==> config.mk <==
export PLATFORM = sky130hd
export DESIGN_NAME = tiny_alu_issuer
export DESIGN_NICKNAME = d
export VERILOG_FILES = /design/src/rtl/tiny_alu_pkg.sv /design/src/rtl/tiny_alu_cmd_fifo.sv /design/src/rtl/tiny_alu_issuer.sv
export SDC_FILE = /design/constraint.sdc
export NUM_CORES = 1
export LEC_CHECK = 0
export CORE_ASPECT_RATIO = 1.4
export CORE_MARGIN = 8
export CORE_UTILIZATION = 56
export DETAILED_ROUTE_END_ITERATION = 7
export DONT_BUFFER_PORTS = 1
export PLACE_DENSITY = 0.77
export SLEW_MARGIN = 15
export SYNTH_ARGS = -nofsm -noshare
export SYNTH_HDL_FRONTEND = slang
export SYNTH_SLANG_ARGS = --single-unit
==> constraint.sdc <==
create_clock -name clk_i -period 2.5 [get_ports clk_i]
set_input_delay 0.25 -clock clk_i [delete_from_list [all_inputs] [get_ports clk_i]]
set_output_delay 0.25 -clock clk_i [all_outputs]
set_load 0.05 [all_outputs]
==> src/rtl/tiny_alu_pkg.sv <==
// -----------------------------------------------------------------------------
// tiny_alu_pkg
// Shared definitions for the tiny ALU command issuer:
//   - ALU opcode encodings (NOP_OP..MUL_OP)
//   - OPCODE_LAST, the highest legal opcode, used for the legality check
//   - issuer FSM state encoding
//   - opcode_illegal(), a helper that applies the legality check
// -----------------------------------------------------------------------------
package tiny_alu_pkg;

    localparam int NOP_OP      = 0;
    localparam int ADD_OP      = 1;
    localparam int AND_OP      = 2;
    localparam int XOR_OP      = 3;
    localparam int MUL_OP      = 4;
    localparam int OPCODE_LAST = MUL_OP;

    typedef enum logic [1:0] {
        ST_IDLE  = 2'd0,
        ST_ISSUE = 2'd1,
        ST_WAIT  = 2'd2,
        ST_RESP  = 2'd3
    } issuer_state_e;

    // Opcodes are unsigned, so widening to int before comparing is safe.
    function automatic logic opcode_illegal(input int unsigned op);
        return op > OPCODE_LAST;
    endfunction

endpackage

==> src/rtl/tiny_alu_cmd_fifo.sv <==
// -----------------------------------------------------------------------------
// tiny_alu_cmd_fifo
// Synchronous FIFO with wrap-around read/write pointers and a level counter.
// DEPTH must be a power of two (the pointers wrap by overflowing).
// Ports:
//   clk_i, reset_n_i   clock, synchronous active-low reset
//   push_i, wdata_i    write request and data (ignored when full)
//   pop_i              read request (ignored when empty)
//   rdata_o            head entry, valid whenever empty_o is low
//   full_o, empty_o    occupancy flags
//   level_o            current number of entries
// -----------------------------------------------------------------------------
module tiny_alu_cmd_fifo #(
    parameter int WIDTH = 8,
    parameter int DEPTH = 4
) (
    input  logic                     clk_i,
    input  logic                     reset_n_i,
    input  logic                     push_i,
    input  logic [WIDTH-1:0]         wdata_i,
    input  logic                     pop_i,
    output logic [WIDTH-1:0]         rdata_o,
    output logic                     full_o,
    output logic                     empty_o,
    output logic [$clog2(DEPTH):0]   level_o
);

    localparam int PTR_W = $clog2(DEPTH);
    localparam int LVL_W = PTR_W + 1;

    logic [WIDTH-1:0] mem_q [DEPTH];
    logic [PTR_W-1:0] wr_ptr_q, rd_ptr_q;
    logic [LVL_W-1:0] level_q;
    logic             do_push, do_pop;

    assign full_o  = (level_q == LVL_W'(DEPTH));
    assign empty_o = (level_q == '0);
    assign level_o = level_q;
    assign rdata_o = mem_q[rd_ptr_q];

    assign do_push = push_i & ~full_o;
    assign do_pop  = pop_i & ~empty_o;

    // Storage carries no reset; only the pointers define what is valid.
    always_ff @(posedge clk_i) begin
        if (do_push) mem_q[wr_ptr_q] <= wdata_i;
    end

    always_ff @(posedge clk_i) begin
        if (!reset_n_i) begin
            wr_ptr_q <= '0;
            rd_ptr_q <= '0;
            level_q  <= '0;
        end else begin
            if (do_push) wr_ptr_q <= wr_ptr_q + PTR_W'(1);
            if (do_pop)  rd_ptr_q <= rd_ptr_q + PTR_W'(1);
            case ({do_push, do_pop})
                2'b10:   level_q <= level_q + LVL_W'(1);
                2'b01:   level_q <= level_q - LVL_W'(1);
                default: level_q <= level_q;
            endcase
        end
    end

endmodule

==> src/rtl/tiny_alu_issuer.sv <==
// -----------------------------------------------------------------------------
// tiny_alu_issuer
// Command front-end for the 8-bit tiny ALU. Commands {a, b, opcode} arrive on
// a valid/ready stream and are buffered in a FIFO; one at a time they are
// issued to the ALU with a single-cycle start pulse, and the result is
// returned on a valid/ready response stream with an error flag.
//
// Optional feature: define TINY_ALU_ISSUER_TIMEOUT_EN to bound the time spent
// waiting for alu_done_i (TIMEOUT_CYCLES); expiry returns err=1, result=0.
//
// Ports:
//   clk_i, reset_n_i                 clock, synchronous active-low reset
//   cmd_valid_i/cmd_ready_o          command handshake
//   cmd_a_i, cmd_b_i, cmd_opcode_i   command payload
//   rsp_valid_o/rsp_ready_i          response handshake
//   rsp_result_o, rsp_opcode_o,
//   rsp_err_o                        response payload
//   alu_a_o, alu_b_o, alu_opcode_o,
//   alu_start_o                      to the ALU
//   alu_result_i, alu_done_i         from the ALU
//   fifo_level_o                     command FIFO occupancy
// -----------------------------------------------------------------------------
module tiny_alu_issuer
    import tiny_alu_pkg::*;
#(
    parameter int DATA_BITS      = 8,
    parameter int OPCODE_BITS    = 3,
    parameter int FIFO_DEPTH     = 4,
    parameter int TIMEOUT_CYCLES = 16
) (
    input  logic                          clk_i,
    input  logic                          reset_n_i,
    input  logic                          cmd_valid_i,
    output logic                          cmd_ready_o,
    input  logic [DATA_BITS-1:0]          cmd_a_i,
    input  logic [DATA_BITS-1:0]          cmd_b_i,
    input  logic [OPCODE_BITS-1:0]        cmd_opcode_i,
    output logic                          rsp_valid_o,
    input  logic                          rsp_ready_i,
    output logic [2*DATA_BITS-1:0]        rsp_result_o,
    output logic [OPCODE_BITS-1:0]        rsp_opcode_o,
    output logic                          rsp_err_o,
    output logic [DATA_BITS-1:0]          alu_a_o,
    output logic [DATA_BITS-1:0]          alu_b_o,
    output logic [OPCODE_BITS-1:0]        alu_opcode_o,
    output logic                          alu_start_o,
    input  logic [2*DATA_BITS-1:0]        alu_result_i,
    input  logic                          alu_done_i,
    output logic [$clog2(FIFO_DEPTH):0]   fifo_level_o
);

    localparam int CMD_W = 2*DATA_BITS + OPCODE_BITS;

    issuer_state_e state_q, state_d;

    logic                   fifo_full, fifo_empty;
    logic [CMD_W-1:0]       head;
    logic [DATA_BITS-1:0]   head_a, head_b;
    logic [OPCODE_BITS-1:0] head_op;
    logic                   head_illegal;
    logic                   pop;
    logic                   timeout;

    logic [DATA_BITS-1:0]   op_a_q, op_b_q;
    logic [OPCODE_BITS-1:0] op_code_q;
    logic [2*DATA_BITS-1:0] rsp_result_q;
    logic [OPCODE_BITS-1:0] rsp_opcode_q;
    logic                   rsp_err_q;

    // ------------------------------------------------------------------
    // Command FIFO
    // ------------------------------------------------------------------
    assign cmd_ready_o = ~fifo_full;

    tiny_alu_cmd_fifo #(
        .WIDTH (CMD_W),
        .DEPTH (FIFO_DEPTH)
    ) u_fifo (
        .clk_i     (clk_i),
        .reset_n_i (reset_n_i),
        .push_i    (cmd_valid_i),
        .wdata_i   ({cmd_a_i, cmd_b_i, cmd_opcode_i}),
        .pop_i     (pop),
        .rdata_o   (head),
        .full_o    (fifo_full),
        .empty_o   (fifo_empty),
        .level_o   (fifo_level_o)
    );

    assign {head_a, head_b, head_op} = head;
    assign head_illegal = opcode_illegal(32'(head_op));
    assign pop          = (state_q == ST_IDLE) & ~fifo_empty;

    // ------------------------------------------------------------------
    // Optional WAIT timeout
    // ------------------------------------------------------------------
`ifdef TINY_ALU_ISSUER_TIMEOUT_EN
    localparam int CNT_W = $clog2(TIMEOUT_CYCLES + 1);
    logic [CNT_W-1:0] wait_cnt_q;

    // Held at zero outside WAIT, so it is already clear on entry.
    always_ff @(posedge clk_i) begin
        if (!reset_n_i || state_q != ST_WAIT) wait_cnt_q <= '0;
        else                                  wait_cnt_q <= wait_cnt_q + CNT_W'(1);
    end

    assign timeout = (wait_cnt_q == CNT_W'(TIMEOUT_CYCLES - 1));
`else
    assign timeout = 1'b0;
`endif

    // ------------------------------------------------------------------
    // FSM: state register / next state / outputs
    // ------------------------------------------------------------------
    always_ff @(posedge clk_i) begin
        if (!reset_n_i) state_q <= ST_IDLE;
        else            state_q <= state_d;
    end

    always_comb begin
        state_d = state_q;
        case (state_q)
            ST_IDLE:  if (!fifo_empty) state_d = head_illegal ? ST_RESP : ST_ISSUE;
            ST_ISSUE: state_d = ST_WAIT;
            ST_WAIT:  if (alu_done_i || timeout) state_d = ST_RESP;
            ST_RESP:  if (rsp_ready_i) state_d = ST_IDLE;
            default:  state_d = ST_IDLE;
        endcase
    end

    always_comb begin
        alu_start_o = 1'b0;
        rsp_valid_o = 1'b0;
        case (state_q)
            ST_ISSUE: alu_start_o = 1'b1;
            ST_RESP:  rsp_valid_o = 1'b1;
            default:  ;
        endcase
    end

    // ------------------------------------------------------------------
    // Operand and response registers
    // ------------------------------------------------------------------
    always_ff @(posedge clk_i) begin
        if (!reset_n_i) begin
            op_a_q       <= '0;
            op_b_q       <= '0;
            op_code_q    <= '0;
            rsp_result_q <= '0;
            rsp_opcode_q <= '0;
            rsp_err_q    <= 1'b0;
        end else begin
            if (pop) begin
                op_a_q    <= head_a;
                op_b_q    <= head_b;
                op_code_q <= head_op;
                // Illegal opcodes skip the ALU entirely.
                if (head_illegal) begin
                    rsp_result_q <= '0;
                    rsp_opcode_q <= head_op;
                    rsp_err_q    <= 1'b1;
                end
            end
            // done takes priority over a same-cycle timeout.
            if (state_q == ST_WAIT) begin
                if (alu_done_i) begin
                    rsp_result_q <= alu_result_i;
                    rsp_opcode_q <= op_code_q;
                    rsp_err_q    <= 1'b0;
                end else if (timeout) begin
                    rsp_result_q <= '0;
                    rsp_opcode_q <= op_code_q;
                    rsp_err_q    <= 1'b1;
                end
            end
        end
    end

    assign alu_a_o      = op_a_q;
    assign alu_b_o      = op_b_q;
    assign alu_opcode_o = op_code_q;
    assign rsp_result_o = rsp_result_q;
    assign rsp_opcode_o = rsp_opcode_q;
    assign rsp_err_o    = rsp_err_q;

endmodule

==> impl_metrics.ini <==
[status]
status = completed

[finish]
antenna_cells = 0
syn_to_final_growth_pct = 23.2
drive_gt1_frac = 0.166
fillCellCount = 540
nNetsFinal = 411

[power_and_ir_drop]
p_total_mw = 7.40
p_leak_nw = 2.04
p_per_area_mw_per_mm2 = 1270
vdd_drop_max_uv = 769

[synth]
yosysWarningCount = 0
ys_types = 40
synth_fp_nets = 360
syn_avg_cell_area_sq_um = 15.3
synthCells = 309
synth.top_cell.area_share = 0.482
synth-edff-count = 76
ys.flop_type = edfxtp_1
netlist_area_sq_mm = 0.00473
ys_async_sr_fraction = 0
synth_top_cells_by_area = edfxtp_1, dfxtp_1, mux4_2, a32o_1, nand2_1
synth_seq_area_share = 0.693
netlist.top_cell.by_area = edfxtp_1
synth_seq_cells = 126

[sta]
rsz0062_at_grt = no
fin_crit_sh = 0.870
setup_viol = 0
clock.fmax_mhz = 460
final.min_clock_period_ns = 2.18
slew_violations = 0
worst_pin_slew_ns = 1.02
hold_viol_final = 0
relSlewSlack = 0.319
finalSetupTns_ns = 0
skew_ns = 0.00580

[floorplanning]
initial_utilization = 0.578
dieWidth_microns = 93.7
rows = 39
die_y_microns = 125
ios = 85
dieArea_sq_mm = 0.0117
coreArea_sq_mm = 0.00820

[clock_network]
cts-root-buf = clkbuf_16
htree_levels = 4
cts_tree = built
worstSkewPairLatency_ns = 0.40
cts_setup_buffers = 0
clock_sinks = 126
cts_buffer_depth = 2
numCtsBuffers = 17
clk_pin_slew_ns = 0.05

[setup_path]
critPathRequiredTime_ns = 2.82
reg2reg_slack_ns = 0.32
cp_max_fo = 4
criticalPathCategory = flip-flop to flip-flop
rr_worst_depth = 9
crit_arrival_ns = 2.50
start_kind = flip-flop
r2r_start = state_q[0]
cp-end-kind = flip-flop
timing.rr.end = u_fifo.level_o[2]
endpoint = u_fifo.level_o[2]
cp-startpoint = state_q[0]

[job]
max_cap_viol_count = 0

[global_route]
grt_max_degree = 30
grt_pass1_vias = 2885
antenna_found_initial = 0
overflow = 0
grt_usage = 0.170
grt_pass1_wl_microns = 15000

[worst_hold_path]
hold_path_class = primary input to flip-flop

[placement]
placement.io_buffers = 0
hpwl_microns = 5970
gp_routability_congestion = 0.730

[routing]
drt_iter0_drc = 114
route.detailed.drc = 0
wl_per_cell_microns = 19.8
met3_length_microns = 736
dr_total_vias = 2765
ant_nets = 0
route.met2.wl_microns = 5010
firstDrtPassIters = 5
wl_met1_microns = 3440
dr.max_layer_used = met4
via_per_inst = 5.82
wl_microns = 9390
==> routing by layer <==
metal / track usage / vias up
met1: 0.174 / 1368
met5: 0 / -
li1: - / 1288
met3: 0.0609 / 12
met2: 0.288 / 97
met4: 0.0984 / 0
==> state kept, by name, indices dropped and copies added, names as in the netlist, named ones only <==
register / cells
u_fifo.mem_q: 76
rsp_result_o: 16
state_q: 2
u_fifo.level_o: 3
u_fifo.rd_ptr_q: 2
alu_a_o: 8
alu_opcode_o: 3
rsp_err_o: 1
u_fifo.wr_ptr_q: 2
alu_b_o: 8
rsp_opcode_o: 3
==> area by class of cell <==
type / instances / area [sq um] / area share
Timing Repair Buffer: 48 / 450 / 0.0772
Sequential cell: 126 / 3290 / 0.563
Tap cell: 102 / 128 / 0.0219
Multi-Input combinational cell: 157 / 1350 / 0.231
Inverter: 10 / 37.5 / 0.00644
Clock buffer: 19 / 433 / 0.0742
Clock inverter: 13 / 148 / 0.0253
==> how the worst min path moves through the flow <==
stage,startpoint,end,slack [ns],depth (start not counted)
floorplan,cmd_opcode_i[0],u_fifo.mem_q[0][0],0.35,0
global placement,cmd_b_i[2],u_fifo.mem_q[2][5],0.35,0
detailed placement,cmd_b_i[0],u_fifo.mem_q[2][3],0.35,0
CTS,cmd_valid_i,u_fifo.wr_ptr_q[0],0.003,2
global route,cmd_valid_i,u_fifo.wr_ptr_q[1],0.004,2
finish,cmd_valid_i,u_fifo.wr_ptr_q[0],0.02,2
==> critical path, cell delays in order, from the launching register on <==
cell and delay [ns]:
dfxtp_1 0.38, inv_1 0.10, ha_1 0.24, o31ai_4 0.08
inv_2 0.06, ha_1 0.24, fa_1 0.38, xnor2_1 0.15
or3_1 0.31, a21oi_1 0.16
==> synth_stat cells (all sizes together) (2+ instances only) <==
| cell type | count |
|---|---|
| edfxtp | 76 |
| ha | 10 |
| a31o | 2 |
| a21oi | 28 |
| inv | 10 |
| mux4 | 19 |
| a31oi | 2 |
| clkbuf | 12 |
| buf | 4 |
| nand2 | 42 |
| dfxtp | 50 |
| and3 | 4 |
| nand3 | 4 |
| nor2b | 2 |
| nor2 | 3 |
| o211ai | 2 |
| a21o | 2 |
| or3 | 2 |
| o21ai | 5 |
| a32o | 16 |
==> logic make-up after synthesis <==
kind of cell / synth area share
buffers and inverters: 0.0243
AOI/OAI and AO/OA: 0.0933
DFF: 0.693
muxes: 0.0965
xor gates and xnor gates: 0.00370
adders and majority gates: 0.0307
and+or+nand+nor: 0.0581
==> report_power, final <==
group          leakage, nW  switching [mW]  internal, mW
combinational        0.661           0.984         0.672
sequential            1.11           0.798          2.57
clock                0.275           0.826          1.55
==> stage by stage <==
step                      cell area [sq um]   util  setup slack (ns)  instances  hold WS, ns
after floorplan                        4740      -             0.113        309        0.349
after global placement                 4890  0.597             0.449        407        0.349
after detailed placement               4890  0.597             0.359        407        0.349
after CTS                              5830  0.712             0.330        475      0.00261
after global routing                   5830  0.712             0.168        475      0.00367
final                                  5830  0.712             0.324        475       0.0157
==> what timing repair did <==
item | in CTS | in global routing
hold buffers | 36 | 0
gates resized for setup | 0 | 0
endpoints found under the hold margin | 96 | 0
==> placed cells by master (no fill, tap or decap), drive strengths merged, types with 4 or more instances in the layout <==
| cell type | netlist | routed |
|---|---|---|
| o21ai | 5 | 5 |
| nand2 | 42 | 42 |
| buf | 4 | 12 |
| inv | 10 | 10 |
| mux4 | 19 | 19 |
| ha | 10 | 10 |
| clkinv | 0 | 7 |
| clkbuf | 12 | 19 |
| and3 | 4 | 4 |
| dlygate4sd3 | 0 | 36 |
| dfxtp | 50 | 50 |
| nand3 | 4 | 4 |
| a21oi | 28 | 28 |
| edfxtp | 76 | 76 |
| a32o | 16 | 16 |
Power figures use the tool's default switching activity.
